`config.mk`:
```
export PLATFORM = sky130hd
export DESIGN_NAME = sprite_print_engine
export DESIGN_NICKNAME = d
export VERILOG_FILES = /design/src/rtl/sprite_print_engine.sv
export SDC_FILE = /design/constraint.sdc
export NUM_CORES = 1
export LEC_CHECK = 0
export CAP_MARGIN = 25
export CORE_ASPECT_RATIO = 2
export CORE_MARGIN = 3
export CORE_UTILIZATION = 45
export CTS_CLUSTER_DIAMETER = 150
export DETAILED_ROUTE_END_ITERATION = 8
export HOLD_SLACK_MARGIN = 0.02
export MAX_ROUTING_LAYER = met4
export PLACE_DENSITY = 0.69
export SYNTH_ARGS = -nofsm -noshare
export SYNTH_HDL_FRONTEND = slang
export SYNTH_SLANG_ARGS = --single-unit
```
`constraint.sdc`:
```
create_clock -name clk -period 11 [get_ports clk]
set_input_delay 2.2 -clock clk [delete_from_list [all_inputs] [get_ports clk]]
set_output_delay 2.2 -clock clk [all_outputs]
set_load 0.005 [all_outputs]
```
`src/rtl/sprite_print_engine.sv`:
```
// sprite_print_engine: latches sprite descriptors once per frame and resolves the top sprite per pixel
// through a fixed 3-register pipeline (input sample, hit/memory return, colour output).
module sprite_print_engine #(
   parameter int N_SPRITES = 4,
   parameter int SIZE = 20,
   parameter int COLOR_W = 3,
   parameter int ADDR_W = 14,
   parameter int OFF_W = 9,
   parameter int H_ACTIVE = 640,
   parameter int V_ACTIVE = 480,
   parameter logic [3*COLOR_W-1:0] BG_COLOR = '0,
   localparam int NR_W = (N_SPRITES > 1) ? $clog2(N_SPRITES) : 1,
   localparam int D_W = 21 + OFF_W,
   localparam int C_W = $clog2(N_SPRITES + 1)
) (
   input  logic               clk,
   input  logic               reset_n,
   input  logic [D_W-1:0]     data_reg,
   output logic [NR_W-1:0]    n_register,
   input  logic [3*COLOR_W:0] data_memory,
   output logic [ADDR_W-1:0]  address_memory,
   input  logic               active_area,
   input  logic [10:0]        pixel_x,
   input  logic [9:0]         pixel_y,
   output logic [COLOR_W-1:0] R,
   output logic [COLOR_W-1:0] G,
   output logic [COLOR_W-1:0] B,
   output logic               printing_screen,
   output logic               frame_done
);
   typedef enum logic [1:0] {WAIT_VBLANK, LOAD, WAIT_FRAME, DRAW} state_t;
   state_t state_q, state_d;
   logic [C_W-1:0] cnt_q, cnt_d;
   logic [D_W-1:0] desc_q [N_SPRITES];
   logic [10:0] px_q;
   logic [9:0] py_q;
   logic act_q, act2_q, hit_q, hit;
   logic [3*COLOR_W-1:0] rgb_q, rgb_d;
   logic [N_SPRITES-1:0] in_spr;
   logic [ADDR_W-1:0] slot_addr [N_SPRITES];
   logic [11:0] px12, py12;
   logic vblank, frame_start;

   assign vblank = (pixel_y == 10'(V_ACTIVE)) && (pixel_x == '0);
   assign frame_start = (pixel_y == '0) && (pixel_x == '0);
   assign px12 = {1'b0, px_q};
   assign py12 = {2'b0, py_q};
   assign printing_screen = (state_q == DRAW);
   assign {R, G, B} = rgb_q;

   always_comb begin
      state_d = state_q;
      cnt_d = '0;
      frame_done = 1'b0;
      n_register = '0;
      case (state_q)
         WAIT_VBLANK, DRAW: state_d = vblank ? LOAD : state_q;
         LOAD: begin
            n_register = cnt_q[NR_W-1:0];
            cnt_d = cnt_q + C_W'(1);
            if (cnt_q == C_W'(N_SPRITES)) begin
               frame_done = 1'b1;
               cnt_d = '0;
               state_d = WAIT_FRAME;
            end
         end
         WAIT_FRAME: state_d = frame_start ? DRAW : state_q;
         default: state_d = WAIT_VBLANK;
      endcase
   end

   // Sprites are clipped at the visible right edge; 12-bit compares never wrap.
   for (genvar i = 0; i < N_SPRITES; i++) begin : g_hit
      logic [11:0] sx, sy;
      assign sx = {2'b0, desc_q[i][D_W-2 -: 10]};
      assign sy = {2'b0, desc_q[i][OFF_W+9 -: 10]};
      assign in_spr[i] = desc_q[i][D_W-1] && (px_q < 11'(H_ACTIVE))
                         && (px12 >= sx) && (px12 < sx + 12'(SIZE))
                         && (py12 >= sy) && (py12 < sy + 12'(SIZE));
      assign slot_addr[i] = ADDR_W'(32'(desc_q[i][OFF_W-1:0]) * 32'(SIZE * SIZE)
                            + 32'(py12 - sy) * 32'(SIZE) + 32'(px12 - sx));
   end

   always_comb begin
      hit = |in_spr;
      address_memory = '0;
      for (int i = N_SPRITES - 1; i >= 0; i--)
         if (in_spr[i]) address_memory = slot_addr[i];
   end

   assign rgb_d = !act2_q ? '0
                : (!hit_q || data_memory[3*COLOR_W]) ? BG_COLOR
                : data_memory[3*COLOR_W-1:0];

   always_ff @(posedge clk or negedge reset_n) begin
      if (!reset_n) begin
         state_q <= WAIT_VBLANK;
         cnt_q <= '0;
         px_q <= '0;
         py_q <= '0;
         act_q <= 1'b0;
         act2_q <= 1'b0;
         hit_q <= 1'b0;
         rgb_q <= '0;
         for (int i = 0; i < N_SPRITES; i++) desc_q[i] <= '0;
      end else begin
         state_q <= state_d;
         cnt_q <= cnt_d;
         px_q <= pixel_x;
         py_q <= pixel_y;
         act_q <= active_area;
         act2_q <= act_q;
         hit_q <= hit;
         rgb_q <= rgb_d;
         for (int i = 0; i < N_SPRITES; i++)
            if (state_q == LOAD && cnt_q == C_W'(i + 1)) desc_q[i] <= data_reg;
      end
   end
endmodule

```
After elaboration in Yosys (flattened, before gate mapping)
Cells that the tools add are included.
{ "word_totals": {"elab_cells": 122, "regBits": 158, "out_inout_bits": 27, "inputBits": 64} }
{ "classes": {"reduce_logical": 34, "order_cmp": 17, "addsub": 25, "n_mul": 8, "n_eq_ne": 11, "muxes": 15} }
{ "ops": {"columns": ["op", "count"], "rows": [
  ["$mul 32x3->12 const B", 4],
  ["$add 14x14->14", 8],
  ["$add 10x5->11 const B", 8],
  ["$mux 14", 4],
  ["$sub 11x10->12", 4],
  ["$ge 11x10->1", 4],
  ["$lt 10x11->1", 4],
  ["$lt 11x11->1", 4],
  ["$sub 10x10->11", 4],
  ["$ge 10x10->1", 4],
  ["$mul 9x5->10 const B", 4],
  ["$logic_and 1x1->1", 26],
  ["$mux 9", 2],
  ["$logic_not 11->1", 1],
  ["$lt 11x10->1 const B", 1],
  ["$eq 10x9->1 const B", 1],
  ["$logic_not 10->1", 1],
  ["$mux 2", 4],
  ["$eq 3x2->1 const B", 2],
  ["$mux 3", 2],
  ["$ne 2x2->1 const B", 3],
  ["$pmux 2 s3", 1],
  ["$eq 2x2->1 const B", 2],
  ["$reduce_or 4->1", 1],
  ["10 further kinds", 11]
]} }

Depth between registers and ports, before layout
{ "depth": {"ltp_word": 10, "depth_mapped": 29, "mapped_depth_nobuf": 29} }

Worst setup path before layout
No wires, ideal clock.
{ "synth_path": {"path_kind": "flip-flop to output port", "startpoint": "reg py_q[0]", "endpoint": "out address_memory[13]", "arrival_time_ns": 5.117, "path_stages_with_launch": 29, "path_buffers": 0, "slack_ns": 3.683, "required_ns": 8.800, "cell_sequence": "dfrtp_1 -> inv_1 -> ha_1 -> inv_1 -> fa_1 -> a21o_1 -> a21oi_1 -> nor2b_1 -> o21a_1 -> nor2_1 -> xnor2_1 -> ha_1 -> ha_1 -> inv_1 -> o21ai_0 -> a21oi_1 -> o21bai_1 -> a21oi_1 -> xnor2_1 -> fa_1 -> xnor2_1 -> xnor2_1 -> xnor2_1 -> xnor2_1 -> xnor2_2 -> xnor3_1 -> xnor2_1 -> a221oi_1 -> o22ai_1"} }
{ "synth_between": {"elab_chain_cells": 8, "word_cells_on_any_way": 36, "cone_classes": "add/sub (12); mul (4); order compare (8); mux (4); reduce/logical (8)"} }
{ "synth_rtl": {"columns": ["element", "line", "source"], "rows": [
  ["start: declaration", "36", "logic [9:0] py_q;"],
  ["start signal: assignment", "110", "py_q <= pixel_y;"],
  ["$sub 10x10->11", "81", "+ 32'(py12 - sy) * 32'(SIZE) + 32'(px12 - sx));"],
  ["$mul 32x3->12", "81", null],
  ["$add 14x14->14 (2 in a row)", "81", null],
  ["$mux 14 (3 in a row)", "88", "if (in_spr[i]) address_memory = slot_addr[i];"],
  ["$mux 14 *", "88", null],
  ["end: declaration", "21", "output logic [ADDR_W-1:0] address_memory,"]
]} }
Mark *: on every way between the ends. The rest lies on a longest branch, timed or not.

Final worst setup path
{ "layout_path": {"startpoint": "reg py_q[1]", "endpoint": "out address_memory[12]"} }
Same word-level chain as after synthesis.

==> results.md <==
Logic synthesis:
- The sequential fraction of the synthesis area is 21.7%.
- In this run the mean area of a mapped cell was 9.49 um^2.
- The fraction of post-synthesis cell area in the top cell type by area is 23.8%.
- Synthesis instantiated 67 different standard cells from the library.
- Counting flops with an async set or reset pin after synthesis yields a share of 100%.
- For this run, the number of Yosys warnings is 0.
- ha_1 takes more of the synthesized area than any other cell.
- The synthesized design contains 158 register bits.
- Counting every instance in the synthesized netlist gives 1921.
- For this run, the leading register cell type out of synthesis is dfrtp_1.
- The post-synthesis instance area is 18200 um^2.
- The synthesized design contains 0 enable-type register cells.
- Counting every net in the synthesized netlist gives 2400.
- By area the synthesized netlist is led by ha_1, dfrtp_1, xnor2_1, mux2_2, fa_1.

Clock tree:
- The CTS tree is done.
- For this design, the sink count on the clock tree is 158.
- The tree is rooted in a clkbuf_16.
- The longest clock path from root to sink contains 2 buffers.
- After clock tree synthesis, the clock-pin slew on the worst setup and hold paths is 0.07 ns.
- The count of buffers added by post-CTS timing repair for setup is 0.
- The source-to-sink clock delay at the later pin of the worst-skew pair is 0.46 ns.
- The number of gates given a new drive strength after cts is 0.
- The number of buffers created by CTS is 17.
- The level count of the clock H-tree is 4.
- The number of hold buffers added after CTS was 0.

Final layout:
- The commonest non-fill, non-tap cell in the layout is ha_1.
- The antenna diode instance count is 0.
- The net total in the final layout is 2506.
- In the layout the commonest cells are ha_1, inv_1, xnor2_1, dfrtp_1, a21oi_1.
- Cells with a size suffix above 1 make up 8.68% of the layout.
- The count of non-filler cells in the finished layout is 2565.
- From synthesis to final layout, the design area changed by 12.2%.

Setup path:
- The data required time at the worst endpoint is 8.80 ns.
- The kind of start point of the critical path is a register.
- The data arrival at the endpoint of the critical path is 6.91 ns.
- The cell seen most often among critical-path stages is a21oi_1.
- In this design, the stage delay of the slowest critical-path cell is 0.59 ns.
- The worst setup path is captured at an output pin.
- On the critical path, the stage with the largest delay is an instance of dfrtp_1.
- The critical path in this run is classified as reg -> out.
- Along the worst path, the maximum fanout reaches 8.

Place:
- The cell total after placement is 2531.
- Summed over all nets, the half-perimeter wirelength after detailed placement is 46200 um.
- The congestion estimate from routability-driven global placement came to 1.00.
- The count of buffers added on input and output ports is 90.

Detailed routing:
- The count of nets left with antenna violations after detail routing is 0.
- For this block, the routed nets add up to 54700 um of wire.
- The number of DRC markers in iteration 0 is 615.
- The first detailed-routing pass took 6 iterations.
- After detailed routing, the number of vias per cell comes to 5.65.
- The routed layout has 14500 vias.
- The routed wire length per instance is 21.3 um.
- After detailed routing, the number of remaining DRC violations is 0.

GRT:
- Entering global routing, the biggest net connects 85 pins.
- The number of antenna violations at the first check in global routing was 0.
- The number of global-route vias before repair is 15500.
- Global routing used 26.5% of the available tracks across all layers.
- The global-route congestion overflow total is 0.
- The global-route wire length before repair is 84700 um.

Timing:
- Measured against its own limit, the worst slew margin works out to 29.4%.
- The pin slew with the least headroom to its limit is 1.05 ns.
- In the finished design, the share of the clock period the worst path needs comes to 82.8%.
- The worst path in the final design needs a cycle of 9.11 ns, including I/O delays and setup.
- In the final timing run, aggregate negative setup slack is 0 ns.
- Setup violations remaining at the end of the flow were counted as 0.
- The count of pins over their slew limit is 0.
- The upper clock frequency limit is 0.110 GHz.
- The final-report hold violation count is 0.
- Setup repair after global routing left no endpoint under its margin.
- The worst clock skew on the final layout is 0.0135 ns.

Run status:
- The run finished with clean final reports.

Floorplan:
- The floorplan has 103 rows.
- The die width is 148 um.
- Once the floorplan was initialized, standard cells occupied 45.9% of the core.
- After floorplanning, the core was sized to cover 39700 um^2.
- The die extent in y is 291 um.
- The die covers 43100 um^2.
- In this run the count of I/O pins placed on the die edge is 91.

Hold path:
- The tightest min-delay check is of the reg -> reg type.

Run:
- Max-cap violations in this run came to 0.
-- cells by family after synthesis --
family	after synthesis	share of synthesized area, %
AND/OR/NAND/NOR	302	8.15
adder cells (fa/ha/maj)	415	31.3
multiplexers	128	7.87
XOR/XNOR	212	10.5
AO/OA/AOI/OAI	420	14.5
flip-flops	158	21.7
buffers and inverters	286	5.93
-- stage by stage --
step	setup WS, ns	hold slack (ns)	util (%)	cell area, um^2
floorplan	3.68	0.331	-	18200
global placement	2.53	0.337	49.9	19800
detailed placement	2.45	0.350	49.9	19800
CTS	1.94	0.356	51.4	20400
global route	1.39	0.377	51.5	20400
finish	1.89	0.352	51.5	20400
-- layer usage --
layer  track usage, %  share of wire (%)
met1             25.6                 35
met2             47.4                 52
met3             2.93                3.1
met4             20.3                9.4
met5                -                  0
-- sequential cells by signal, indices dropped and copies added (netlist names) --
| name | cells |
|---|---|
| act_q | 1 |
| py_q | 10 |
| cnt_q | 3 |
| hit_q | 1 |
| state_q | 2 |
| act2_q | 1 |
| rgb_q | 9 |
| px_q | 11 |
| desc_q | 120 |
-- worst paths after layout --
| path | cells past startpoint | slack, ns | startpoint | end |
|---|---|---|---|---|
| setup reg to reg | 10 | 7.19 | desc_q[41]$_DFFE_PN0P_ | hit_q$_DFF_PN0_ |
| setup / recovery | 25 | 1.89 | py_q[1]$_DFF_PN0_ | address_memory[12] |
| hold / removal | 0 | 0.35 | act_q$_DFF_PN0_ | act2_q$_DFF_PN0_ |
| max in group asynchronous | 3 | 8.10 | reset_n | desc_q[110]$_DFFE_PN0P_ |
| hold reg to reg | 0 | 0.35 | act_q$_DFF_PN0_ | act2_q$_DFF_PN0_ |
| min in group asynchronous | 1 | 1.80 | reset_n | desc_q[96]$_DFFE_PN0P_ |
-- synthesized netlist by cell type (9+ instances only) --
| library cell | n |
|---|---|
| mux2_2 | 122 |
| nor2_1 | 104 |
| and2_1 | 15 |
| inv_1 | 268 |
| nor2b_1 | 21 |
| o21bai_1 | 27 |
| nand2_1 | 52 |
| nand4_1 | 17 |
| dfrtp_1 | 158 |
| o21a_1 | 16 |
| nor3_1 | 20 |
| fa_1 | 68 |
| xnor2_1 | 170 |
| a21o_1 | 49 |
| ha_1 | 347 |
| clkbuf_1 | 11 |
| nand2b_1 | 19 |
| o21ai_0 | 86 |
| xor2_1 | 37 |
| a211oi_1 | 10 |
| or3_1 | 9 |
| a21boi_0 | 9 |
| a21oi_1 | 144 |
| nand3_1 | 15 |
-- critical path: cells and delay by family (launching register included) --
kind | cells | cell delay (ns)
fa+ha+maj | 5 | 1.89
xor+xnor | 2 | 0.63
flops | 1 | 0.59
buf+inv | 4 | 0.80
compound gates | 11 | 2.21
simple gates | 3 | 0.33
-- area by class of cell --
class                           count  area, um^2
Tap cell                          525         657
Clock buffer                       17         425
Multi-Input combinational cell   1477       13200
Sequential cell                   158        3950
Fill cell                        3809       19200
Clock inverter                     15         165
Inverter                          268        1010
Timing Repair Buffer              105        1040
Power is not shown: default switching activity piles up to over one toggle a cycle in this logic, so the estimate is an artifact.
